**src/rtl/stopwatch_pkg.sv**
```systemverilog
// Shared state encodings and BCD limits for the stopwatch control slice.
package stopwatch_pkg;

  typedef enum logic [1:0] {
    ST_IDLE  = 2'd0,
    ST_RUN   = 2'd1,
    ST_PAUSE = 2'd2,
    ST_LAP   = 2'd3
  } state_e;

  localparam logic [3:0] BCD_MAX = 4'd9;

  // Timebase advances only while the stopwatch is actually counting.
  function automatic logic is_counting(input state_e s);
    return (s == ST_RUN) || (s == ST_LAP);
  endfunction

endpackage

```
**src/rtl/btn_debounce.sv**
```systemverilog
// Raw push-button conditioner: 2-FF synchronizer, stable-level debounce and a
// one-cycle press pulse on each accepted rising level.
module btn_debounce #(
  parameter int DB_CYCLES = 1000000
) (
  input  logic clk_base,
  input  logic reset,
  input  logic btn,
  output logic press
);

  localparam int CW = (DB_CYCLES > 1) ? $clog2(DB_CYCLES) : 1;
  localparam logic [CW-1:0] CNT_LAST = CW'(DB_CYCLES - 1);

  logic          sync1, sync2;
  logic          level;
  logic [CW-1:0] cnt;
  logic          toggle;

  // Mismatch has persisted for DB_CYCLES consecutive cycles.
  assign toggle = (sync2 != level) && (cnt == CNT_LAST);

  // NOTE: non-blocking assignments so every flop samples pre-edge values.
  always_ff @(posedge clk_base or posedge reset) begin
    if (reset) begin
      sync1 <= 1'b0;
      sync2 <= 1'b0;
      level <= 1'b0;
      cnt   <= '0;
      press <= 1'b0;
    end else begin
      sync1 <= btn;
      sync2 <= sync1;
      if ((sync2 == level) || toggle) cnt <= '0;
      else                            cnt <= cnt + CW'(1);
      if (toggle) level <= ~level;
      press <= toggle & ~level;
    end
  end

endmodule

```
**src/rtl/stopwatch_ctrl.sv**
```systemverilog
// Stopwatch sequencer: button conditioning, IDLE/RUN/PAUSE/LAP FSM, tick
// prescaler and lap display latch. Optional macro: OVERFLOW_STOP_EN.
module stopwatch_ctrl
  import stopwatch_pkg::*;
#(
  parameter int TICK_DIV  = 1000000,
  parameter int DB_CYCLES = 1000000
) (
  input  logic       clk_base,
  input  logic       reset,
  input  logic       btn_ss,
  input  logic       btn_lr,
  input  logic [3:0] num4,
  input  logic [3:0] num3,
  input  logic [3:0] num2,
  input  logic [3:0] num1,
  output logic       count_en,
  output logic       count_clr,
  output logic [3:0] disp4,
  output logic [3:0] disp3,
  output logic [3:0] disp2,
  output logic [3:0] disp1,
  output logic [1:0] state
);

  localparam int PW = $clog2(TICK_DIV);
  localparam logic [PW-1:0] PRESC_LAST = PW'(TICK_DIV - 1);

  state_e        cur_state, nxt_state;
  logic          ss_press, lr_press;
  logic [PW-1:0] presc;
  logic          running, stay_running, at_top, overflow;

  btn_debounce #(.DB_CYCLES(DB_CYCLES)) u_db_ss (
    .clk_base (clk_base),
    .reset    (reset),
    .btn      (btn_ss),
    .press    (ss_press)
  );

  btn_debounce #(.DB_CYCLES(DB_CYCLES)) u_db_lr (
    .clk_base (clk_base),
    .reset    (reset),
    .btn      (btn_lr),
    .press    (lr_press)
  );

  assign running = is_counting(cur_state);
  assign at_top  = (presc == PRESC_LAST);

`ifdef OVERFLOW_STOP_EN
  logic all_max;
  assign all_max  = (num4 == BCD_MAX) && (num3 == BCD_MAX) &&
                    (num2 == BCD_MAX) && (num1 == BCD_MAX);
  assign overflow = running && at_top && all_max;
`else
  assign overflow = 1'b0;
`endif

  // NOTE: next state defaults to the current state first so no latch is inferred.
  always_comb begin
    nxt_state = cur_state;
    unique case (cur_state)
      ST_IDLE:  if (ss_press) nxt_state = ST_RUN;
      ST_RUN:   if (ss_press) nxt_state = ST_PAUSE;
                else if (lr_press) nxt_state = ST_LAP;
      ST_LAP:   if (ss_press) nxt_state = ST_PAUSE;
                else if (lr_press) nxt_state = ST_RUN;
      ST_PAUSE: if (ss_press) nxt_state = ST_RUN;
                else if (lr_press) nxt_state = ST_IDLE;
      default:  nxt_state = ST_IDLE;
    endcase
    if (overflow) nxt_state = ST_PAUSE;
  end

  assign stay_running = is_counting(nxt_state);

  always_ff @(posedge clk_base or posedge reset) begin
    if (reset) cur_state <= ST_IDLE;
    else       cur_state <= nxt_state;
  end

  // A wrap on the edge that leaves RUN/LAP is held back so pause never loses
  // or emits a tick; an overflow stop still consumes its period.
  always_ff @(posedge clk_base or posedge reset) begin
    if (reset) begin
      presc    <= '0;
      count_en <= 1'b0;
    end else begin
      count_en <= running && stay_running && at_top;
      if (cur_state == ST_IDLE)
        presc <= '0;
      else if (running && (stay_running || overflow))
        presc <= at_top ? '0 : presc + PW'(1);
    end
  end

  // Display tracks the live count except while a lap time is frozen.
  always_ff @(posedge clk_base or posedge reset) begin
    if (reset) begin
      disp4 <= '0;
      disp3 <= '0;
      disp2 <= '0;
      disp1 <= '0;
    end else if (cur_state != ST_LAP) begin
      disp4 <= num4;
      disp3 <= num3;
      disp2 <= num2;
      disp1 <= num1;
    end
  end

  assign count_clr = (cur_state == ST_IDLE);
  assign state     = cur_state;

endmodule

```
**config.mk**
```make
export PLATFORM = sky130hd
export DESIGN_NAME = stopwatch_ctrl
export DESIGN_NICKNAME = d
export VERILOG_FILES = /design/src/rtl/stopwatch_pkg.sv /design/src/rtl/btn_debounce.sv /design/src/rtl/stopwatch_ctrl.sv
export SDC_FILE = /design/constraint.sdc
export NUM_CORES = 1
export LEC_CHECK = 0
export CORE_ASPECT_RATIO = 1.25
export CORE_MARGIN = 5
export CORE_UTILIZATION = 55
export DETAILED_ROUTE_END_ITERATION = 16
export GPL_ROUTABILITY_DRIVEN = 0
export PLACE_DENSITY = 0.77
export SETUP_SLACK_MARGIN = 0.05
export SYNTH_ARGS = -nofsm -noshare
export SYNTH_HDL_FRONTEND = slang
export SYNTH_SLANG_ARGS = --single-unit
```
**constraint.sdc**
```tcl
create_clock -name clk_base -period 3.55 [get_ports clk_base]
set_input_delay 0.71 -clock clk_base [delete_from_list [all_inputs] [get_ports clk_base]]
set_output_delay 0.71 -clock clk_base [all_outputs]
set_load 0.02 [all_outputs]
```
==> impl_metrics.env, run 1 <==
export IMPL_rows=35
export IMPL_antenna_found_initial=0
export IMPL_drtIter0Drc=171
export IMPL_synth_compound_area_share_pct=4.54
export IMPL_worst_path_largest_cell_delay_ps=670
export IMPL_hold_end="u_db_lr.sync2"
export IMPL_grt_pass1_vias=3084
export IMPL_via_per_inst=5.61
export IMPL_critical_path_class="reg -> out"
export IMPL_layout_nets=453
export IMPL_synth_fp_nets=412
export IMPL_cts_buffers=9
export IMPL_hold_class="reg -> reg"
export IMPL_hp_start="u_db_lr.sync1"
export IMPL_worstPathMaxFanout=7
export IMPL_layout_setup_ws_ps=1110
export IMPL_first_pass_iters=4
export IMPL_worst_slew_pin_slew_ps=639
export IMPL_design_area_um2=4790
export IMPL_initial_core_util_pct=56.2
export IMPL_critPathBufInv=1
export IMPL_hold_buffers=0
export IMPL_synth_edf_count=0
export IMPL_synthTopCellsByArea="dfrtp_1 53%, mux2_2 5.2%, xor2_1 5.1%"
export IMPL_grt_max_degree=53
export IMPL_synth_top_family_by_area="simple AND/OR/NAND/NOR gates"
export IMPL_crit_path_cell_trace="nor2_1, clkdlybuf4s50_1"
export IMPL_cp_data_arrival_time_ps=1730
export IMPL_async_reset_ff_share_pct=100
export IMPL_num_io_pins=40
export IMPL_clockBufferDepth=2
export IMPL_r2r_end="u_db_ss.cnt[12]"
export IMPL_root_buffer="clkbuf_8"
export IMPL_r2r_slack_ps=1410
export IMPL_num_vias=2959
export IMPL_hold_violations=0
export IMPL_p_leak_nw=2.05
export IMPL_routed_wl_mm=7.73
export IMPL_die_x_um=87.5
export IMPL_holdPathStages=0
export IMPL_synth_largest_area_cell="dfrtp_1"
export IMPL_wl_per_cell_um=14.7
export IMPL_synthesis_instances=389
export IMPL_antennaDiodeCount=0
export IMPL_hpwl_mm=5.34
export IMPL_yosys_area_share_adder_pct=0.909
export IMPL_ant_nets=0
export IMPL_portBuffers=39
export IMPL_remaining_drc_errors=0
export IMPL_area_growth_pct=16.1
export IMPL_critPathRequiredTime_ps=2840
export IMPL_clk_pin_slew_ps=90
export IMPL_grt_first_pass_wirelength_mm=14.0
export IMPL_synth_top_flop_cell="dfrtp_1"
export IMPL_finalClockSkew_ps=14.8
export IMPL_slowest_stage="clkdlybuf4s50_1"
export IMPL_fin_crit_ps=2440
export IMPL_fin_crit_sh_pct=68.7
export IMPL_design_die_area_um2=9360
export IMPL_groute_usage_overall_pct=18.6
export IMPL_path_delay_family="buffers and inverters"
export IMPL_ys_seq_elements=87
export IMPL_core_area_um2=7360
export IMPL_worstReg2RegStart="u_db_ss.cnt[0]"
export IMPL_r2r_cells=6
export IMPL_worstSetupStartpointType="flip-flop"
export IMPL_tns_ps=0
export IMPL_rsz0062_at_grt="no"
export IMPL_clk_latency_ps=360
export IMPL_yosysSeqAreaShare_pct=52.7
export IMPL_cts_sinks=87
export IMPL_drv_slew=0
export IMPL_drive_gt1_share_pct=12.4
export IMPL_cap_violations=0
export IMPL_avgSynthCellArea_um2=10.6
export IMPL_fmax_mhz=410
export IMPL_pre_cts_ws_ps=1390
export IMPL_synth_area_um2=4130
export IMPL_synthTopCellsByCount="87 x dfrtp_1, 54 x nor2_1, 36 x nand2_1"
export IMPL_vdd_ir_drop_max_mv=0.292
export IMPL_cts_max_level=3
export IMPL_slew_headroom_pct=57.3
export IMPL_fin_cells=527
export IMPL_yosysTopAreaCellShare_pct=52.7
export IMPL_powerDensity_nw_per_um2=386
export IMPL_synth_cell_type_count=53
export IMPL_worstSetupEndpointType="output port"
export IMPL_die_h_um=107
export IMPL_placed_area_um2=4580
export IMPL_synthMuxAreaShare_pct=5.91
export IMPL_synthXorXnorAreaFrac_pct=8.69
export IMPL_cts_tree="built"
export IMPL_synthMostInstantiatedCell="dfrtp_1"
export IMPL_dpl_cell_count=511
export IMPL_post_cts_buffers=0
export IMPL_synth_simple_area_share_pct=24.7
export IMPL_cts_resized_gates=0
export IMPL_yosys_warnings=0
export IMPL_setup_violations=0
export IMPL_outcome="finished, final reports clean"
export IMPL_grt_overflow_total=0
-- flip-flops by register name, indices dropped and copies added (netlist names) --
| signal | count |
|---|---|
| u_db_lr.sync2 | 1 |
| u_db_ss.cnt | 20 |
| u_db_lr.press | 1 |
| presc | 20 |
| count_en | 1 |
| disp3 | 4 |
| u_db_lr.cnt | 20 |
| u_db_ss.sync1 | 1 |
| u_db_lr.level | 1 |
| disp2 | 4 |
| u_db_ss.press | 1 |
| state | 2 |
| disp4 | 4 |
| disp1 | 4 |
| u_db_lr.sync1 | 1 |
| u_db_ss.level | 1 |
| u_db_ss.sync2 | 1 |
-- cell families after synthesis --
| family | count (synthesis) |
|---|---|
| AOI/OAI and AO/OA | 28 |
| xor gates and xnor gates | 41 |
| adders and majority gates | 3 |
| buffers and inverters | 18 |
| DFF | 87 |
| muxes | 22 |
| and+or+nand+nor | 190 |
-- worst max path at each step --
stage,start,endpoint,depth (start not counted)
after CTS,state[0],count_clr,2
final,state[0],count_clr,2
after floorplan,reset,count_en,1
after global routing,state[0],count_clr,2
after detailed placement,u_db_ss.cnt[0],u_db_ss.cnt[7],6
after global placement,state[0],count_clr,2
-- power breakdown --
part	internal [W]	switching (W)	total, W
Sequential	0.00101	0.0000117	0.00102
Combinational	0.0000491	0.0000505	0.0000996
Clock	0.000343	0.000390	0.000733
-- layout by cell type, fill, tap and decap left out, types with 4 or more instances in the layout --
master / instances
a21oi_1: 7
and3_1: 11
clkbuf_8: 9
clkdlybuf4s50_1: 39
dfrtp_1: 87
inv_1: 6
mux2_2: 19
nand2_1: 36
nand3_1: 34
nand4_1: 8
nor2_1: 54
nor3_1: 7
o21ai_0: 4
or3_1: 4
xnor2_1: 17
xor2_1: 24
-- metrics by stage --
step	total power (W)	hold slack [ps]	utilization (%)
global placement	0.00114	333	62.3
detailed placement	0.00114	339	62.3
finish	0.00185	357	65.2
floorplan	0.00109	331	-
CTS	0.00188	360	65.2
global route	0.00193	378	65.2
-- final cells by class --
| class | instances | area, um2 |
|---|---|---|
| Clock buffer | 9 | 124 |
| Clock inverter | 7 | 86.3 |
| Fill cell | 564 | 2560 |
| Inverter | 7 | 27.5 |
| Multi-Input combinational cell | 284 | 1850 |
| Sequential cell | 87 | 2180 |
| Tap cell | 92 | 115 |
| Timing Repair Buffer | 41 | 418 |
-- metal layers --
| layer | global-route usage [%] | wire (um) |
|---|---|---|
| met5 | 0 | 0 |
| met4 | 6.58 | 81 |
| met3 | 4.23 | 381 |
| met2 | 30.3 | 3920 |
| met1 | 24.0 | 3350 |
(Power assumes the default switching activity.)
==> run 2, diff against run 1 <==
Clock period 3.55 ns to 2.5 ns, I/O delays scaled along.
==> run 2 against run 1 <==
Clock power grew 46%. Total power is 44% higher. Via count barely moved. Flip-flop and latch count stayed put. Combinational power increased by 47%. Setup slack worse by 860 ps. Critical endpoint unchanged. Critical path depth is the same. Highest routed layer unchanged. First-iteration DRC count down 8.8%. Utilization is 0.65 points higher. Non-clock buffer count rose by 3. Final cell count rose by 0.38%. Clock skew is 6.8 ps lower.
==> impl_metrics.env, run 2 (same netlist as run 1, synthesis figures left out) <==
export IMPL_clk_pin_slew_ps=80
export IMPL_portBuffers=39
export IMPL_grt_max_degree=38
export IMPL_cap_violations=0
export IMPL_finalClockSkew_ps=7.98
export IMPL_via_per_inst=5.60
export IMPL_worstSetupEndpointType="output port"
export IMPL_area_growth_pct=17.2
export IMPL_p_leak_nw=2.07
export IMPL_antennaDiodeCount=0
export IMPL_hpwl_mm=5.45
export IMPL_fin_crit_ps=2250
export IMPL_fill_cells=573
export IMPL_outcome="finished, final reports clean"
export IMPL_worst_path_largest_cell_delay_ps=680
export IMPL_root_buffer="clkbuf_8"
export IMPL_cts_tree="built"
export IMPL_powerDensity_nw_per_um2=550
export IMPL_layout_nets=456
export IMPL_fin_crit_sh_pct=89.9
export IMPL_initial_core_util_pct=56.2
export IMPL_design_die_area_um2=9360
export IMPL_whs_ps=354
export IMPL_fmax_mhz=445
export IMPL_die_x_um=87.5
export IMPL_grt_overflow_total=0
export IMPL_slew_headroom_pct=44.5
export IMPL_cts_sinks=87
export IMPL_num_io_pins=40
export IMPL_critical_path_class="reg -> out"
export IMPL_rsz0062_at_grt="no"
export IMPL_rows=35
export IMPL_hold_class="reg -> reg"
export IMPL_critPathRequiredTime_ps=2000
export IMPL_path_delay_family="buffers and inverters"
export IMPL_crit_path_cell_trace="nor2_1, clkdlybuf4s50_1"
export IMPL_hold_buffers=0
export IMPL_groute_usage_overall_pct=18.0
export IMPL_cts_buffers=9
export IMPL_post_cts_buffers=0
export IMPL_layout_common_cells="87 x dfrtp_1, 54 x nor2_1, 39 x clkdlybuf4s50_1"
export IMPL_wl_per_cell_um=14.4
export IMPL_ant_nets=0
export IMPL_drv_slew=0
export IMPL_critPathBufInv=1
export IMPL_drtIter0Drc=156
export IMPL_hold_violations=0
export IMPL_tns_ps=0
export IMPL_grt_first_pass_wirelength_mm=13.5
export IMPL_clockBufferDepth=2
export IMPL_internal_power_w=0.00209
export IMPL_die_h_um=107
export IMPL_worstSetupStartpointType="flip-flop"
export IMPL_antenna_found_initial=0
export IMPL_cp_data_arrival_time_ps=1750
export IMPL_p_sw_share_pct=21.6
export IMPL_clk_latency_ps=350
export IMPL_final_common_cell="dfrtp_1"
export IMPL_switchingPower_w=0.000575
export IMPL_clock_power_share_pct=40.2
export IMPL_remaining_drc_errors=0
export IMPL_reg_top3="presc x20, u_db_lr.cnt x20, u_db_ss.cnt x20"
export IMPL_num_vias=2961
export IMPL_combPwrFrac_pct=5.5
export IMPL_cts_max_level=3
export IMPL_cts_resized_gates=0
export IMPL_routed_wl_mm=7.63
export IMPL_pwr_share_seq_pct=54.3
export IMPL_core_area_um2=7360
export IMPL_worstPathMaxFanout=7
export IMPL_grt_pass1_vias=2943
export IMPL_worst_slew_pin_slew_ps=829
export IMPL_first_pass_iters=4
export IMPL_slowest_stage="clkdlybuf4s50_1"
export IMPL_vdd_ir_drop_max_mv=0.379
export IMPL_drive_gt1_share_pct=12.8
export IMPL_setup_violations=0
run 2: changes by cell type in the layout (fill, tap and decap cells not counted), sizes merged:
cell,change
inv,-5
buf,+3
clkbuf,+1
bufinv,+1
clkinv,+2
run 2: area by class of cell:
type / count / area, um2 / share of cell area, %
Clock buffer: 10 / 138 / 2.84
Inverter: 7 / 30.0 / 0.620
Tap cell: 92 / 115 / 2.38
Multi-Input combinational cell: 284 / 1850 / 38.1
Clock inverter: 5 / 82.6 / 1.71
Sequential cell: 87 / 2180 / 45.0
Timing Repair Buffer: 44 / 453 / 9.35
run 2: routing by layer:
| layer | up-vias | routed length (um) | track usage, % | share of wire [%] |
|---|---|---|---|---|
| li1 | 1444 | - | - | - |
| met1 | 1423 | 3470 | 24.2 | 46 |
| met2 | 79 | 3570 | 28.3 | 47 |
| met3 | 15 | 428 | 3.77 | 5.6 |
| met4 | 0 | 161 | 6.80 | 2.1 |
| met5 | - | 0 | 0 | 0 |
run 2: worst paths after layout:
| kind | from | to | slack (ps) | depth (start not counted) |
|---|---|---|---|---|
| worst min-delay path | u_db_ss.sync1 | u_db_ss.sync2 | 350 | 0 |
| worst max register to register | presc[15] | presc[13] | 550 | 5 |
| max in group asynchronous | reset | disp3[2] | 1380 | 3 |
| worst min register to register | u_db_ss.sync1 | u_db_ss.sync2 | 350 | 0 |
| worst max-delay path | state[0] | count_clr | 250 | 2 |
| min in group asynchronous | reset | u_db_lr.cnt[18] | 560 | 2 |
run 2: worst reg2reg max path, cell delays in order, from the launching register on:
cell and delay [ps]:
dfrtp_1 450, nor4b_4 330, nand4_2 140, o31a_1 470, a21o_1 240, a22o_1 220
run 2: stage by stage:
| stage | cell area [um2] | cells | worst slack [ps] | utilization (%) | power (W) |
|---|---|---|---|---|---|
| floorplan | 4140 | 389 | 705 | - | 0.00155 |
| global placement | 4620 | 514 | 608 | 62.8 | 0.00162 |
| detailed placement | 4620 | 514 | 565 | 62.8 | 0.00163 |
| CTS | 4840 | 529 | 220 | 65.8 | 0.00270 |
| global route | 4840 | 529 | 147 | 65.8 | 0.00278 |
| finish | 4840 | 529 | 252 | 65.8 | 0.00266 |
run 2: power by group through the flow:
stage	combinational [W]	sequential [W]	clock, W
final	0.000146	0.00145	0.00107
after detailed placement	0.000151	0.00148	0
after global routing	0.000163	0.00145	0.00117
after floorplan	0.0000568	0.00149	0
after global placement	0.000147	0.00147	0
after CTS	0.000151	0.00145	0.00110
